<file path="config.mk">
export PLATFORM = sky130hd
export DESIGN_NAME = if_prefetch_stage
export DESIGN_NICKNAME = d
export VERILOG_FILES = /design/src/rtl/if_pkg.sv /design/src/rtl/if_prefetch_fifo.sv /design/src/rtl/if_prefetch_stage.sv
export SDC_FILE = /design/constraint.sdc
export NUM_CORES = 1
export LEC_CHECK = 0
export BUFFER_PORTS_ARGS = -buffer_cell sky130_fd_sc_hd__buf_2
export CORE_MARGIN = 2
export CORE_UTILIZATION = 40
export CTS_CLUSTER_SIZE = 16
export DETAILED_ROUTE_END_ITERATION = 10
export GPL_ROUTABILITY_DRIVEN = 1
export SYNTH_ARGS = -nofsm -noshare
export SYNTH_HDL_FRONTEND = slang
export SYNTH_SLANG_ARGS = --single-unit
</file>
<file path="constraint.sdc">
create_clock -name clk -period 4.9 [get_ports clk]
set_input_delay 1.225 -clock clk [delete_from_list [all_inputs] [get_ports clk]]
set_output_delay 1.225 -clock clk [all_outputs]
set_load 0.005 [all_outputs]
</file>
<file path="src/rtl/if_pkg.sv">
// Shared defaults and the prefetch-queue entry type for the instruction-fetch stage.
// No logic; widths here are the defaults the stage and its queue are built with.
package if_pkg;

    localparam int IF_AW         = 32;
    localparam int IF_DW         = 32;
    localparam int IF_DEPTH      = 4;
    localparam int IF_INST_BYTES = 4;

    localparam logic [IF_AW-1:0] IF_RESET_PC = '0;

    typedef struct packed {
        logic [IF_AW-1:0] addr;
        logic [IF_DW-1:0] data;
    } fetch_entry_t;

endpackage

</file>
<file path="src/rtl/if_prefetch_fifo.sv">
// Synchronous DEPTH-entry FIFO of fetched {addr,data}; push visible at the head next cycle.
// Flush wins over push/pop in the same cycle; a push into a full queue is dropped unless it pops too.
module if_prefetch_fifo
    import if_pkg::*;
#(
    parameter type entry_t = fetch_entry_t,
    parameter int  DEPTH   = IF_DEPTH,
    parameter int  CW      = $clog2(DEPTH + 1)
) (
    input  logic          clk,
    input  logic          rst,
    input  logic          push,
    input  logic          pop,
    input  logic          flush,
    input  entry_t        push_dat,
    output entry_t        head_dat,
    output logic [CW-1:0] count
);

    localparam int PW = $clog2(DEPTH);

    entry_t        mem_q [DEPTH];
    logic [PW-1:0] wr_ptr_q, wr_ptr_d;
    logic [PW-1:0] rd_ptr_q, rd_ptr_d;
    logic [CW-1:0] count_q, count_d;
    logic          do_push, do_pop;

    always_comb begin
        do_pop   = pop && (count_q != '0);
        do_push  = push && ((count_q != CW'(DEPTH)) || do_pop);
        wr_ptr_d = wr_ptr_q;
        rd_ptr_d = rd_ptr_q;
        count_d  = count_q;
        if (flush) begin
            wr_ptr_d = '0;
            rd_ptr_d = '0;
            count_d  = '0;
        end else begin
            if (do_push) wr_ptr_d = wr_ptr_q + 1'b1;
            if (do_pop)  rd_ptr_d = rd_ptr_q + 1'b1;
            count_d = count_q + CW'(do_push) - CW'(do_pop);
        end
    end

    always_ff @(posedge clk) begin
        if (rst) begin
            wr_ptr_q <= '0;
            rd_ptr_q <= '0;
            count_q  <= '0;
        end else begin
            wr_ptr_q <= wr_ptr_d;
            rd_ptr_q <= rd_ptr_d;
            count_q  <= count_d;
        end
    end

    always_ff @(posedge clk) begin
        if (do_push && !flush) mem_q[wr_ptr_q] <= push_dat;
    end

    assign head_dat = mem_q[rd_ptr_q];
    assign count    = count_q;

endmodule

</file>
<file path="src/rtl/if_prefetch_stage.sv">
// Instruction fetch with prefetch queue: pipelined req/gnt fetches, in-order delivery to ID.
// Response -> inst_valid one cycle later; freeze holds the head, credit stops fetching when full.
module if_prefetch_stage
    import if_pkg::*;
#(
    parameter int            AW         = IF_AW,
    parameter int            DW         = IF_DW,
    parameter int            DEPTH      = IF_DEPTH,
    parameter int            INST_BYTES = IF_INST_BYTES,
    parameter logic [AW-1:0] RESET_PC   = AW'(IF_RESET_PC)
) (
    input  logic          clk,
    input  logic          rst,
    input  logic          freeze,
    input  logic          branch_taken,
    input  logic [AW-1:0] branch_addr,
    output logic          mem_req,
    output logic [AW-1:0] mem_addr,
    input  logic          mem_gnt,
    input  logic          mem_rvalid,
    input  logic [DW-1:0] mem_rdata,
    output logic          inst_valid,
    output logic [DW-1:0] instruction,
    output logic [AW-1:0] pc
);

    localparam int            CW         = $clog2(DEPTH + 1);
    localparam logic [AW-1:0] STEP       = AW'(INST_BYTES);
    localparam logic [AW-1:0] ALIGN_MASK = ~(STEP - 1'b1);

    typedef struct packed {
        logic [AW-1:0] addr;
        logic [DW-1:0] data;
    } entry_t;

    logic [AW-1:0] fetch_pc_q, fetch_pc_d;
    logic [AW-1:0] resp_pc_q, resp_pc_d;
    logic [CW-1:0] out_q, out_d;
    logic [CW-1:0] disc_q, disc_d;
    logic [CW-1:0] count;
    logic [CW+1:0] credit_used;
    logic          accept, drop, resp_ok, push, pop;
    entry_t        push_entry, head;

    // Stale fetches still awaiting their response hold credit until they are dropped.
    assign credit_used = (CW+2)'(count) + (CW+2)'(out_q) + (CW+2)'(disc_q);
    assign mem_req     = !rst && !branch_taken && (credit_used < (CW+2)'(DEPTH));
    assign mem_addr    = fetch_pc_q;
    assign accept      = mem_req && mem_gnt;

    assign drop        = mem_rvalid && (disc_q != '0);
    assign resp_ok     = mem_rvalid && (disc_q == '0) && (out_q != '0);
    assign push        = resp_ok && !branch_taken;

    assign inst_valid  = (count != '0);
    assign pop         = inst_valid && !freeze && !branch_taken;
    assign instruction = inst_valid ? head.data : '0;
    assign pc          = inst_valid ? head.addr : '0;

    assign push_entry.addr = resp_pc_q;
    assign push_entry.data = mem_rdata;

    always_comb begin
        fetch_pc_d = fetch_pc_q;
        resp_pc_d  = resp_pc_q;
        out_d      = out_q;
        disc_d     = disc_q;
        if (branch_taken) begin
            fetch_pc_d = branch_addr & ALIGN_MASK;
            resp_pc_d  = branch_addr & ALIGN_MASK;
            out_d      = '0;
            // Everything in flight becomes stale, minus the one response retiring now.
            disc_d     = disc_q + out_q - CW'(drop || resp_ok);
        end else begin
            if (accept) fetch_pc_d = fetch_pc_q + STEP;
            if (push)   resp_pc_d  = resp_pc_q + STEP;
            out_d  = out_q + CW'(accept) - CW'(push);
            disc_d = disc_q - CW'(drop);
        end
    end

    always_ff @(posedge clk) begin
        if (rst) begin
            fetch_pc_q <= RESET_PC;
            resp_pc_q  <= RESET_PC;
            out_q      <= '0;
            disc_q     <= '0;
        end else begin
            fetch_pc_q <= fetch_pc_d;
            resp_pc_q  <= resp_pc_d;
            out_q      <= out_d;
            disc_q     <= disc_d;
        end
    end

    always_ff @(posedge clk) begin
        if (!rst) begin
            assert (!(mem_rvalid && (out_q == '0) && (disc_q == '0)))
                else $error("if_prefetch_stage: rvalid with no fetch in flight");
        end
    end

    if_prefetch_fifo #(
        .entry_t (entry_t),
        .DEPTH   (DEPTH),
        .CW      (CW)
    ) u_fifo (
        .clk      (clk),
        .rst      (rst),
        .push     (push),
        .pop      (pop),
        .flush    (branch_taken),
        .push_dat (push_entry),
        .head_dat (head),
        .count    (count)
    );

endmodule

</file>
# After elaboration in Yosys (flattened, before gate mapping)
# Memory sizes are Yosys's and may differ from the RTL's. A register that Yosys moved wholly into a read port is not among the register bits.
# Index checks and enable logic that the tools add are counted.
[word_totals]
ff_bits = 77
ram_bits = 256
input_bits = 70
memories = 1
[op_classes]
addsub = 13
order_cmp = 1
n_eq_ne = 1
muxes = 11
n_reduce_logical = 24
[mem_list]
columns = ["memory", "words", "word_bits", "read_ports", "rd_ports_with_merged_regs", "write_ports", "line", "source"]
rows = [
  ["u_fifo.mem_q", 4, 64, 1, 1, 1, "if_prefetch_fifo.sv:22", "entry_t mem_q [DEPTH];"],
]
[ops]
columns = ["op", "count"]
rows = [
  ["32-bit two-way mux", 6],
  ["32-bit by 3-bit adder with 32-bit output, second input constant", 2],
  ["1-bit logical AND", 12],
  ["3-bit by 1-bit subtractor with 3-bit output", 4],
  ["3-bit nonzero test", 3],
  ["3-bit by 1-bit adder with 3-bit output", 2],
  ["4-bit by 3-bit adder with 5-bit output", 1],
  ["5-bit by 3-bit < comparator with 1-bit output, second input constant", 1],
  ["2-bit by 1-bit adder with 2-bit output, second input constant", 2],
  ["3-bit by 3-bit adder with 4-bit output", 1],
  ["2-bit two-way mux", 2],
  ["2-bit nonzero test", 2],
  ["3-bit adder", 1],
  ["1-bit logical NOT", 3],
  ["3-bit logical NOT", 1],
  ["3-bit two-way mux", 1],
  ["3-bit != test, second input constant", 1],
  ["1-bit logical OR", 2],
  ["1-bit two-way mux", 2],
  ["2-bit OR reduction", 1],
]

# Longest topological paths before layout
[depth]
depth_word = 9
depth_mapped = 18
mapped_depth_nobuf = 16

# Cells and area by module
# Synthesis repeated with hierarchy kept, for this count alone.
[hier_totals]
hier_cells = 975
hier_area_um2 = 14510.2
[by_module_without_submodules]
columns = ["mod", "n_inst", "cells_each", "area_per_inst_um2", "seq_area_each_um2"]
rows = [
  ["if_prefetch_fifo", 1, 380, 9790.6, 7867.5],
  ["if_prefetch_stage", 1, 595, 4719.5, 1321.3],
]

# Worst setup path before layout
# No wires, ideal clock.
[synth_path]
kind = "input to register"
startpoint = "input port mem_rvalid"
endpoint = "memory u_fifo.mem_q[1][0] (netlist bit) (enable)"
setup_time_ns = 0.426
arrival_ns = 4.075
required_ns = 4.474
path_slack_ns = 0.399
stages = 6
path_cell_list = "or4b_1 -> buf_2 -> or2_4 -> buf_6 -> a311oi_4 -> and2_1"
[synth_between]
elab_chain_cells = 7
[synth_lines]
columns = ["item", "line", "source"]
rows = [
  ["from (decl)", "if_prefetch_stage.sv:20", "input logic mem_rvalid,"],
  ["1-bit logical AND (2 in a row)", "if_prefetch_stage.sv:52", "assign resp_ok = mem_rvalid && (disc_q == '0) && (out_q != '0);"],
  ["1-bit logical AND", "if_prefetch_stage.sv:53", "assign push = resp_ok && !branch_taken;"],
  ["1-bit logical AND", "if_prefetch_fifo.sv:30", "do_push = push && ((count_q != CW'(DEPTH)) || do_pop);"],
  ["net u_fifo.do_push", "if_prefetch_fifo.sv:26", "logic do_push, do_pop;"],
  ["1-bit logical AND", "if_prefetch_fifo.sv:58", "if (do_push && !flush) mem_q[wr_ptr_q] <= push_dat;"],
  ["1-bit two-way mux", "if_prefetch_fifo.sv:58", ""],
  ["1-bit two-way mux (not written as such)", "if_prefetch_fifo.sv:58", ""],
  ["to (decl)", "if_prefetch_fifo.sv:22", ""],
]
# The timed path passes the listed nets, and every way through them passes these cells.

# Worst setup path in the final report
[layout_path]
startpoint = "register disc_q[2]"
endpoint = "output port mem_req"
[layout_between]
elab_chain_cells = 3
[layout_lines]
columns = ["item", "line", "source"]
rows = [
  ["from (decl)", "if_prefetch_stage.sv:39", "logic [CW-1:0] disc_q, disc_d;"],
  ["from (signal assigned)", "if_prefetch_stage.sv:92", "disc_q <= disc_d;"],
  ["4-bit by 3-bit adder with 5-bit output", "if_prefetch_stage.sv:46", "assign credit_used = (CW+2)'(count) + (CW+2)'(out_q) + (CW+2)'(disc_q);"],
  ["5-bit by 3-bit < comparator with 1-bit output", "if_prefetch_stage.sv:47", "assign mem_req = !rst && !branch_taken && (credit_used < (CW+2)'(DEPTH));"],
  ["1-bit logical AND", "if_prefetch_stage.sv:47", ""],
  ["to (decl)", "if_prefetch_stage.sv:17", "output logic mem_req,"],
]
# Every way passes these cells.

==> flow_summary.ini <==
[critical_path]
reg2reg_from = disc_q[2]
critPathArrivalTime_ns = 3.08
cpMostUsedCell = inv_1
crit_fanout = 7
path_delay_family = adder cells
cpMaxStageDelayCell = o22ai_1
cp_cell_sequence = inv_1 > fa_1 > inv_1 > ha_1 > or3b_1 > o22ai_1 > nor3_1 > buf_2
critPathLaunchType = flip-flop
max_stage_delay_ns = 0.52
path_class = reg -> out
ff2ff_setup_slack_ns = 1.11
cp.required_ns = 3.67
cp-end-kind = output pin
cp_num_buf_inv = 3
rr_endpoint = out_q[2]
crit_path_start = disc_q[2]
reg2reg_depth = 16

[cells_and_area]
synthToLayoutAreaGrowth_pct = 17.6
final_area_sq_um = 16400
nNetsFinal = 1206
register_area_sq_um = 8950
multiInputGateArea_sq_um = 4620
nFillCells = 3057
post-route-util = 0.476
drive_gt1_frac = 0.274

[timing]
fin_crit_sh = 0.878
drv_slew = 0
max_slew_margin = 0.449
tns_ns = 0
hold_violations = 0
fin_crit_ns = 4.30
timing.fmax_ghz = 0.232
finalClockSkew_ns = 0.00853
final.setup.worst_slack_ns = 0.597
setup_viol = 0
rsz0062_at_grt = false
tightest_slew_ns = 0.821

[synthesis]
synth_fa_ha_area_frac = 0.0247
synth_cell_types = 64
ys_top_cells_by_area = edfxtp_1, dfxtp_1, mux4_2
synth_top_family_by_area = simple AND/OR/NAND/NOR gates
synth.top_cell.area_share = 0.534
syn_avg_cell_area_sq_um = 14.7
ys.flop_type = edfxtp_1
syn_area_sq_um = 14000
yosysSeqAreaShare = 0.641
synth_cells = 950
synth_compound_area_frac = 0.0594
ys_ff_latch = 323
synth_edf_count = 248
yosys_warnings = 0
synthXorXnorAreaFrac = 0.0239
yosys.area.top_type = edfxtp_1
synthSimpleGateAreaFrac = 0.119
async_reset_ff_frac = 0
synth.area.mux_share = 0.102

[die]
fp.dieW_microns = 191
core_sq_um = 34500
die_y_microns = 191
die-area_sq_um = 36400
io-pin-count = 168
rows = 68
initial_core_util = 0.405

[global_route]
grt_max_degree = 75
overflow = 0
grt_antenna_before_repair = 1
grt_first_pass_wirelength_microns = 48000
grt_pass1_vias = 8487
grt_usage = 0.169

[route]
first_pass_iters = 5
viasPerCell = 5.37
vias = 8568
drc = 0
ant_nets = 0
wl_per_cell_microns = 19.2
drt_iter0_drc = 459
wl_microns = 30600

[power]
leakagePower_nw = 5.63
power_density_nw_per_um2 = 360
ir_drop_v = 0.000247
power_mw = 5.90

[hold_path]
worstHoldPathType = reg -> reg
holdPathStages = 2
min_to = mem_addr[31]
hold_start = mem_addr[31]

[placement]
place_area_sq_um = 15300
place_worst_setup_slack_ns = 0.917
place.port_buffers = 161
dp_hpwl_microns = 19300
place_congestion = 0.821

[clock_tree]
cts_buffers = 36
clockBufferDepth = 3
post_cts_buffers = 0
post_cts_resized = 0
clk_latency_ns = 0.51
cts_num_sinks = 323
clockRootBuffer = clkbuf_16
cts_tree = built
h-tree-depth = 2
path_clk_slew_ns = 0.06
postCtsHoldBufs = 0

[run]
max_cap_violations = 0

[outcome]
status = completed
==> synth_stat cells (11+ instances only) <==
library cell and count:
a211oi_1 19, a21oi_1 30, a31oi_1 11, clkbuf_1 40, dfxtp_1 75, edfxtp_1 248, ha_1 18, inv_1 37
mux4_2 62, nand2_1 46, nand3_1 19, nand4_1 22, nor2_1 46, nor2b_1 64, nor3_1 17, xnor2_1 24
xor2_1 14
==> worst max-delay path by stage <==
stage,end,slack [ns],cells after the start
2_1_floorplan,u_fifo.mem_q[1][0],0.40,6
3_3_place_gp,u_fifo.mem_q[0][23],0.93,6
3_5_place_dp,u_fifo.mem_q[0][23],0.92,6
4_1_cts,mem_req,0.55,8
5_1_grt,mem_req,0.45,8
6_report,mem_req,0.60,8
==> kinds of logic (layout without fill, tap and decap cells) <==
family,Yosys count,in the layout
multiplexers,65,65
AND/OR/NAND/NOR,286,286
buffers and inverters,95,282
flip-flops,323,323
adder cells (fa/ha/maj),24,24
AO/OA/AOI/OAI,118,118
XOR/XNOR,38,38
other,1,5
==> sequential cells by signal, summed over array words and instances, names as in the netlist, named ones only <==
signal           flops
mem_addr            30
out_q                3
u_fifo.count         3
u_fifo.rd_ptr_q      2
u_fifo.mem_q       248
disc_q               3
u_fifo.wr_ptr_q      2
resp_pc_q           30
==> where the power goes <==
group / switching [mW] / total (mW) / internal, mW
combinational: 0.167 / 0.295 / 0.128
clock: 1.04 / 2.54 / 1.51
sequential: 0.0721 / 3.06 / 2.99
==> worst min-delay path: stages (launching register included) <==
cell and delay (ns):
dfxtp_1 0.33, nand2b_1 0.06, o21ai_0 0.06
==> placed cells by master, fill, tap and decap left out, types with 16 or more instances in the layout <==
cell	n
nor2_1	46
inv_1	37
mux4_2	62
nand3_1	19
nand2_1	46
ha_1	18
clkbuf_16	37
dfxtp_1	73
edfxtp_1	248
a211oi_1	19
nor2b_1	64
nor3_1	16
xnor2_1	24
nand4_1	22
buf_2	161
a21oi_1	30
==> layer usage <==
| metal | vias to the layer above | routed length (microns) | track usage |
|---|---|---|---|
| li1 | 3972 | - | - |
| met1 | 4291 | 14000 | 0.244 |
| met5 | - | 0 | 0 |
| met2 | 270 | 14100 | 0.266 |
| met4 | 0 | 432 | 0.0364 |
| met3 | 35 | 2000 | 0.0326 |
==> per-stage QoR <==
| stage | hold slack (ns) | std cells |
|---|---|---|
| global placement | 0.476 | 1529 |
| finish | 0.505 | 1596 |
| floorplan | 0.475 | 953 |
| CTS | 0.505 | 1595 |
| global route | 0.539 | 1595 |
| detailed placement | 0.495 | 1529 |
==> final cells by class <==
cell class                      instances  area share
Tap cell                              455      0.0347
Sequential cell                       323       0.546
Clock buffer                           47      0.0593
Antenna cell                            1    0.000153
Clock inverter                         19     0.00847
Timing Repair Buffer                  179      0.0612
Inverter                               37     0.00847
Multi-Input combinational cell        535       0.282
Power figures use the tool's default switching activity.
